File: src/rtl/drum_trigger_bank.sv
// Keycode stream to per-channel drum hit strobes and timed gates.
// Optional DRUM_RETRIGGER_EN: a new key press during GATE restarts the gate.
module drum_trigger_bank #(
  parameter int NUM_CH = 3,
  parameter int KEY_W = 8,
  parameter logic [NUM_CH*KEY_W-1:0] KEY_MAP = {8'd44, 8'd17, 8'd5},
  parameter int CNT_W = 16,
  parameter logic [CNT_W-1:0] GATE_LEN = 16'd4800,
  parameter logic [CNT_W-1:0] LOCKOUT_LEN = 16'd480
) (
  input  logic              Clk,
  input  logic              Reset,
  input  logic [KEY_W-1:0]  note,
  input  logic              note_valid,
  output logic [NUM_CH-1:0] hit,
  output logic [NUM_CH-1:0] gate,
  output logic              busy
);

  typedef enum logic [1:0] {
    IDLE,
    GATE,
    LOCKOUT
  } ch_state_e;

  localparam logic [CNT_W-1:0] GATE_LD = GATE_LEN - 1'b1;
  localparam logic [CNT_W-1:0] LOCK_LD = LOCKOUT_LEN - 1'b1;

  ch_state_e         state_q [NUM_CH];
  ch_state_e         state_d [NUM_CH];
  logic [CNT_W-1:0]  cnt_q [NUM_CH];
  logic [CNT_W-1:0]  cnt_d [NUM_CH];
  logic [NUM_CH-1:0] prev_q, prev_d;
  logic [NUM_CH-1:0] hit_q, hit_d;
  logic [NUM_CH-1:0] match, rise;
  logic [NUM_CH-1:0] lock;

  always_comb begin
    match = '0;
    for (int i = 0; i < NUM_CH; i++) begin
      match[i] = note_valid && (note != '0) &&
                 (note == KEY_MAP[i*KEY_W +: KEY_W]);
    end
    rise   = match & ~prev_q;
    prev_d = note_valid ? match : prev_q;
  end

  always_comb begin
    hit_d = '0;
    for (int i = 0; i < NUM_CH; i++) begin
      state_d[i] = state_q[i];
      cnt_d[i]   = cnt_q[i];
      unique case (state_q[i])
        IDLE: begin
          if (rise[i]) begin
            state_d[i] = GATE;
            cnt_d[i]   = GATE_LD;
            hit_d[i]   = 1'b1;
          end
        end
        GATE: begin
          if (cnt_q[i] == '0) begin
            if (LOCKOUT_LEN == '0) begin
              state_d[i] = IDLE;
            end else begin
              state_d[i] = LOCKOUT;
              cnt_d[i]   = LOCK_LD;
            end
          end else begin
            cnt_d[i] = cnt_q[i] - 1'b1;
          end
`ifdef DRUM_RETRIGGER_EN
          // restart overrides end-of-gate so the gate never dips
          if (rise[i]) begin
            state_d[i] = GATE;
            cnt_d[i]   = GATE_LD;
            hit_d[i]   = 1'b1;
          end
`endif
        end
        LOCKOUT: begin
          if (cnt_q[i] == '0) begin
            state_d[i] = IDLE;
          end else begin
            cnt_d[i] = cnt_q[i] - 1'b1;
          end
        end
        default: begin
          state_d[i] = IDLE;
          cnt_d[i]   = '0;
        end
      endcase
    end
  end

  always_ff @(posedge Clk or posedge Reset) begin
    if (Reset) begin
      prev_q <= '0;
      hit_q  <= '0;
      for (int i = 0; i < NUM_CH; i++) begin
        state_q[i] <= IDLE;
        cnt_q[i]   <= '0;
      end
    end else begin
      prev_q <= prev_d;
      hit_q  <= hit_d;
      for (int i = 0; i < NUM_CH; i++) begin
        state_q[i] <= state_d[i];
        cnt_q[i]   <= cnt_d[i];
      end
    end
  end

  always_comb begin
    gate = '0;
    lock = '0;
    for (int i = 0; i < NUM_CH; i++) begin
      gate[i] = (state_q[i] == GATE);
      lock[i] = (state_q[i] == LOCKOUT);
    end
  end

  assign hit  = hit_q;
  assign busy = |(gate | lock);

endmodule
File: config.mk
export PLATFORM = sky130hd
export DESIGN_NAME = drum_trigger_bank
export DESIGN_NICKNAME = d
export VERILOG_FILES = /design/src/rtl/drum_trigger_bank.sv
export SDC_FILE = /design/constraint.sdc
export NUM_CORES = 1
export LEC_CHECK = 0
export ABC_CLOCK_PERIOD_IN_PS = 4540
export BUFFER_PORTS_ARGS = -buffer_cell sky130_fd_sc_hd__clkbuf_2
export CORE_ASPECT_RATIO = 1.75
export CORE_UTILIZATION = 40
export CTS_CLUSTER_SIZE = 10
export DETAILED_ROUTE_END_ITERATION = 16
export SLEW_MARGIN = 20
export SYNTH_ARGS = -nofsm -noshare
export SYNTH_HDL_FRONTEND = slang
export SYNTH_SLANG_ARGS = --single-unit
export TNS_END_PERCENT = 100
File: constraint.sdc
create_clock -name Clk -period 4.54 [get_ports Clk]
set_clock_uncertainty 0.05 [all_clocks]
set_input_delay 0.908 -clock Clk [delete_from_list [all_inputs] [get_ports Clk]]
set_output_delay 0.908 -clock Clk [all_outputs]
set_load 0.1 [all_outputs]
# Yosys cells after proc, flatten, opt, wreduce, memory -nomap -nowiden
# Index checks and enable logic that the tools add are counted.
# Widths: inputs -> output; s select.
[totals]
regBits = 60
latchBits = 0
mem_bits_rw = 0
mem_bits_ro = 0
in_bits = 11
out_inout_bits = 7
elab_cells = 83
mem_count = 0
[op_classes]
addsub = 3
mul = 0
n_div = 0
order_cmp = 0
n_eq_ne = 21
shift = 0
n_mux = 30
bitwise = 3
reduce_logical = 18
[ops]
columns = ["operator", "count"]
rows = [
  ["$mux 16", 9],
  ["$pmux 16 s3", 3],
  ["$logic_not 16->1", 3],
  ["$sub 16x1->16 const B", 3],
  ["$mux 2", 9],
  ["$pmux 2 s3", 3],
  ["$ne 2x1->1 const B", 6],
  ["$ne 2x2->1 const B", 6],
  ["$reduce_and 3->1", 3],
  ["$eq 8x3->1 const B", 1],
  ["$eq 8x5->1 const B", 1],
  ["$eq 8x6->1 const B", 1],
  ["$reduce_bool 8->1", 1],
  ["$eq 2x1->1 const B", 3],
  ["$eq 2x2->1 const B", 3],
  ["$logic_not 2->1", 3],
  ["$mux 1", 6],
  ["$reduce_and 2->1", 3],
  ["$logic_and 1x1->1", 4],
  ["$and 3x3->3", 1],
  ["$not 3->3", 1],
  ["$or 3x3->3", 1],
  ["$reduce_or 3->1", 1],
]

# Longest topological paths before layout
[logic_depth]
depth_word = 6
ltp_mapped = 9

# Worst setup path before layout
# Ideal clock, no wire load.
[synth_path]
path_type = "input to register"
startpoint = "input note[1]"
endpoint = "register cnt_q[12] (netlist name)"
arrival_time_ps = 2345
path_slack_ps = 2059
cell_stages = 6
path_cell_list = "nor4b_4 a31oi_4 a21o_1 or2_2 clkbuf_1 o211ai_1"
[synth_between]
elab_chain_cells = 6
word_cells_on_any_way = 7
classes_between = "eq/ne: 2; bitwise: 1; reduce/logical: 4"
[synth_rtl]
columns = ["item", "line", "text"]
rows = [
  ["start: declaration", "13", "input logic [KEY_W-1:0] note,"],
  ["$reduce_bool 8->1", "41", "match[i] = note_valid && (note != '0) &&"],
  ["$logic_and 1x1->1", "41", ""],
  ["$logic_and 1x1->1 *", "41", ""],
  ["$and 3x3->3 *", "44", "rise = match & ~prev_q;"],
  ["$ne 2x2->1 (no source line) *", "-", ""],
  ["$reduce_and 2->1 (no source line) *", "-", ""],
  ["end signal: indexed assignment", "109", "cnt_q[i] <= cnt_d[i];"],
  ["end: declaration", "31", "logic [CNT_W-1:0] cnt_q [NUM_CH];"],
]
# Mark *: on every way between the ends. The rest lies on a longest branch, timed or not.
# A chain may end at the register's enable or synchronous reset.

# Worst setup path after layout
[layout_path]
startpoint = "register state_q[2] (netlist name)"
endpoint = "output busy"
[layout_between]
elab_chain_cells = 3
word_cells_on_any_way = 4
classes_between = "eq/ne: 2; bitwise: 1; reduce/logical: 1"
[layout_rtl]
columns = ["item", "line", "text"]
rows = [
  ["start: declaration", "29", "ch_state_e state_q [NUM_CH];"],
  ["start signal: indexed assignment", "108", "state_q[i] <= state_d[i];"],
  ["$eq 2x1->1 or $eq 2x2->1 (tied branches)", "118, 119", ""],
  ["$or 3x3->3 *", "124", "assign busy = |(gate | lock);"],
  ["$reduce_or 3->1 *", "124", ""],
  ["end: declaration", "17", "output logic busy"],
]
# Marks and branches as above.

==> results.json <==
{
  "grt_pass1_vias": 3512,
  "worst_slew_pin_tran_ns": 0.906,
  "cts.sinks": 60,
  "setup_tns_ns": 0,
  "grt_first_pass_wirelength_um": 16800,
  "rsz_0062_raised_after_global_routing": "false",
  "dieArea_mm2": 0.0102,
  "reg2regPathDepth": 7,
  "critical_path_cell_count": 4,
  "h-tree-depth": 3,
  "clk_root_buffer_cell": "sky130_fd_sc_hd__clkbuf_16",
  "critPathMaxStageDelay_ns": 0.41,
  "layout-area-overhead-vs-synth_pct": 13.5,
  "post_cts_resized": 0,
  "port-buffer-count": 17,
  "postPlaceCellArea_mm2": 0.00407,
  "cts_tree": "yes",
  "power.net_switching_mw": 1.08,
  "setup_viol_count_final": 0,
  "grt_start_max_net_pins": 34,
  "finalInstanceArea_mm2": 0.00444,
  "worst_setup_path_start_kind": "flop",
  "ys_ff_latch": 60,
  "postSynth.asyncResetShare": 1.00,
  "power_per_cell_area_mw_per_mm2": 609,
  "power.ir.vdd_worst_mv": 0.325,
  "ys_warn_count": 0,
  "maximum_clock_insertion_buffer_count": 2,
  "route.vias.total": 3600,
  "drcViolationCount": 0,
  "max-cap-violations": 0,
  "ys.flop_type": "sky130_fd_sc_hd__dfrtp_1",
  "yosysSeqAreaShare": 0.384,
  "cts.hold.buffers_added": 0,
  "rows": 47,
  "intPower_mw": 1.62,
  "hpwlAfterDp_um": 7320,
  "gp_congestion": 0.874,
  "synth-edff-count": 0,
  "r2r_end": "cnt_q[14]",
  "grt_remaining_overflow": 0,
  "initial_antenna_violation_count": 0,
  "power.share.clock": 0.312,
  "finish.utilization": 0.469,
  "routedWlPerCell_um": 17.4,
  "placed_cells": 570,
  "ratio_of_cells_with_drive_above_1_in_the_final_layout": 0.110,
  "via_per_inst": 6.14,
  "antenna_violating_nets_post_route": 0,
  "cp_max_fo": 4,
  "final_period_minus_worst_setup_slack_ns": 2.88,
  "numCtsBuffers": 9,
  "dr_pass1_iterations": 4,
  "cp_data_required_time_ns": 3.58,
  "final_nets": 489,
  "run_status": "finished, final reports clean",
  "relSlewSlack": 0.391,
  "worst_setup_hold_path_clk_slew_ns": 0.06,
  "gr-usage-all-layers": 0.210,
  "avgSynthCellArea_um2": 8.71,
  "finish.cell_count_without_fillers": 586,
  "syn_area_mm2": 0.00391,
  "share_comb_of_total_power": 0.362,
  "sw_frac_of_total": 0.401,
  "cts_setup_buffers": 0,
  "io-pin-count": 18,
  "clk_latency_ns": 0.34,
  "number_of_inserted_filler_cells_in_the_final_layout": 901,
  "cp-endpoint": "busy",
  "critical_path_class": "flop to output port",
  "netlist-cell-type-count": 55,
  "crit_slowest_cell": "sky130_fd_sc_hd__dfrtp_1",
  "leakage_nw": 1.86,
  "arrival_worst_endpoint_ns": 1.92,
  "timing.hold.worst.class": "flop to flop",
  "drt_wl_total_um": 10200,
  "slew_viol_final": 0,
  "regToRegSetupSlack_ns": 1.81,
  "critical_path.reg2reg.startpoint": "cnt_q[0]",
  "worst_path_dominant_cell_family": "buffers and inverters",
  "sequence_of_cells_on_the_critical_path": "inv_1 > ha_1 > or3_1 > clkbuf_2",
  "die_width_um": 76.7,
  "netlist_instances": 449,
  "initial_core_utilization": 0.413,
  "critical_path.startpoint": "state_q[2]",
  "num_antenna_cells": 0,
  "postSynthNetCount": 479,
  "drt_first_iter_violations": 216,
  "final_min_period_over_clock_period": 0.634,
  "worst-path-buf-inv": 2,
  "fmaxAchievable_mhz": 348,
  "die-height_um": 133,
  "hold_viol_final": 0,
  "fp.coreArea_mm2": 0.00947,
  "seqPwrFrac": 0.326,
  "crit_path_end_kind": "output port"
}
worst min path at each step:
stage,cells after the start,endpoint,startpoint
final,1,hit[2],prev_q[2]
after global routing,1,hit[2],prev_q[2]
after CTS,1,hit[2],prev_q[2]
after detailed placement,1,hit[2],prev_q[2]
after global placement,1,hit[2],prev_q[2]
after floorplan,1,hit[2],prev_q[2]
state kept, by name, summed over array words and instances, names as in the netlist:
name,flops
prev_q,3
cnt_q,48
hit,3
state_q,6
cells in the mapped netlist (all sizes together), types with 5 or more instances:
cell,instances,area share
buf,9,0.013
or4,5,0.0096
a22o,8,0.018
a31oi,22,0.039
clkbuf,10,0.0096
nor3,18,0.023
dfrtp,60,0.38
a21oi,42,0.054
inv,27,0.026
o31ai,8,0.015
ha,19,0.061
nand2,24,0.023
o21a,7,0.013
o21ai,43,0.055
nor2,40,0.038
nand3,11,0.014
nor4,11,0.031
or2,5,0.0080
o22a,7,0.016
cell families after synthesis:
kind of cell / synth area share
AOI/OAI and AO/OA: 0.284
xor gates and xnor gates: 0.00896
adders and majority gates: 0.0608
buffers and inverters: 0.0486
DFF: 0.384
and+or+nand+nor: 0.213
power groups by stage:
stage / combinational, mW / sequential [mW] / clock, mW
after floorplan: 0.773 / 0.832 / 0
after global placement: 0.945 / 0.878 / 0
after detailed placement: 0.966 / 0.882 / 0
after CTS: 0.971 / 0.874 / 0.856
after global routing: 1.07 / 0.899 / 0.877
final: 0.978 / 0.880 / 0.844
layout by cell type, fill, tap and decap left out, types with 5 or more instances in the layout:
master	n
sky130_fd_sc_hd__a31oi_1	21
sky130_fd_sc_hd__o21ai_0	42
sky130_fd_sc_hd__a22o_1	8
sky130_fd_sc_hd__a21oi_1	42
sky130_fd_sc_hd__nor3_1	18
sky130_fd_sc_hd__or4_1	5
sky130_fd_sc_hd__nor4_1	7
sky130_fd_sc_hd__dfrtp_1	60
sky130_fd_sc_hd__clkbuf_16	9
sky130_fd_sc_hd__inv_1	26
sky130_fd_sc_hd__nand2_1	24
sky130_fd_sc_hd__o31ai_1	8
sky130_fd_sc_hd__clkbuf_2	17
sky130_fd_sc_hd__o22a_1	7
sky130_fd_sc_hd__o21a_1	7
sky130_fd_sc_hd__ha_1	19
sky130_fd_sc_hd__or2_2	5
sky130_fd_sc_hd__nor2_1	40
sky130_fd_sc_hd__nand3_1	11
routing by layer:
layer  up-vias  global-route usage  part of all wire
met1      1759               0.234              0.41
met5         -                   0                 0
met3        29              0.0366             0.043
met2       113               0.354              0.51
met4         0               0.151             0.035
li1       1699                   -                 -
area by class of cell:
cell class                      instances  area, um^2  area share
Multi-Input combinational cell        343        2220       0.500
Sequential cell                        60        1500       0.338
Clock buffer                           13         280      0.0632
Tap cell                              122         153      0.0344
Inverter                               27         101      0.0228
Timing Repair Buffer                   18        92.6      0.0209
Clock inverter                          3        90.1      0.0203
worst register-to-register path: cells and delay by family, from the launching register on:
kind	cells	cell delay, ns
compound gates	1	0.63
xor+xnor	1	0.20
fa+ha+maj	1	0.21
buf+inv	1	0.13
flops	1	0.43
simple gates	3	0.95
per-stage QoR:
stage	setup WS (ns)	hold WS [ns]	power, mW
6_report	1.66	0.430	2.70
5_1_grt	1.59	0.463	2.85
4_1_cts	1.66	0.435	2.70
3_5_place_dp	1.56	0.421	1.85
3_3_place_gp	1.62	0.412	1.82
2_1_floorplan	2.06	0.374	1.61
Power figures use the tool's default switching activity.
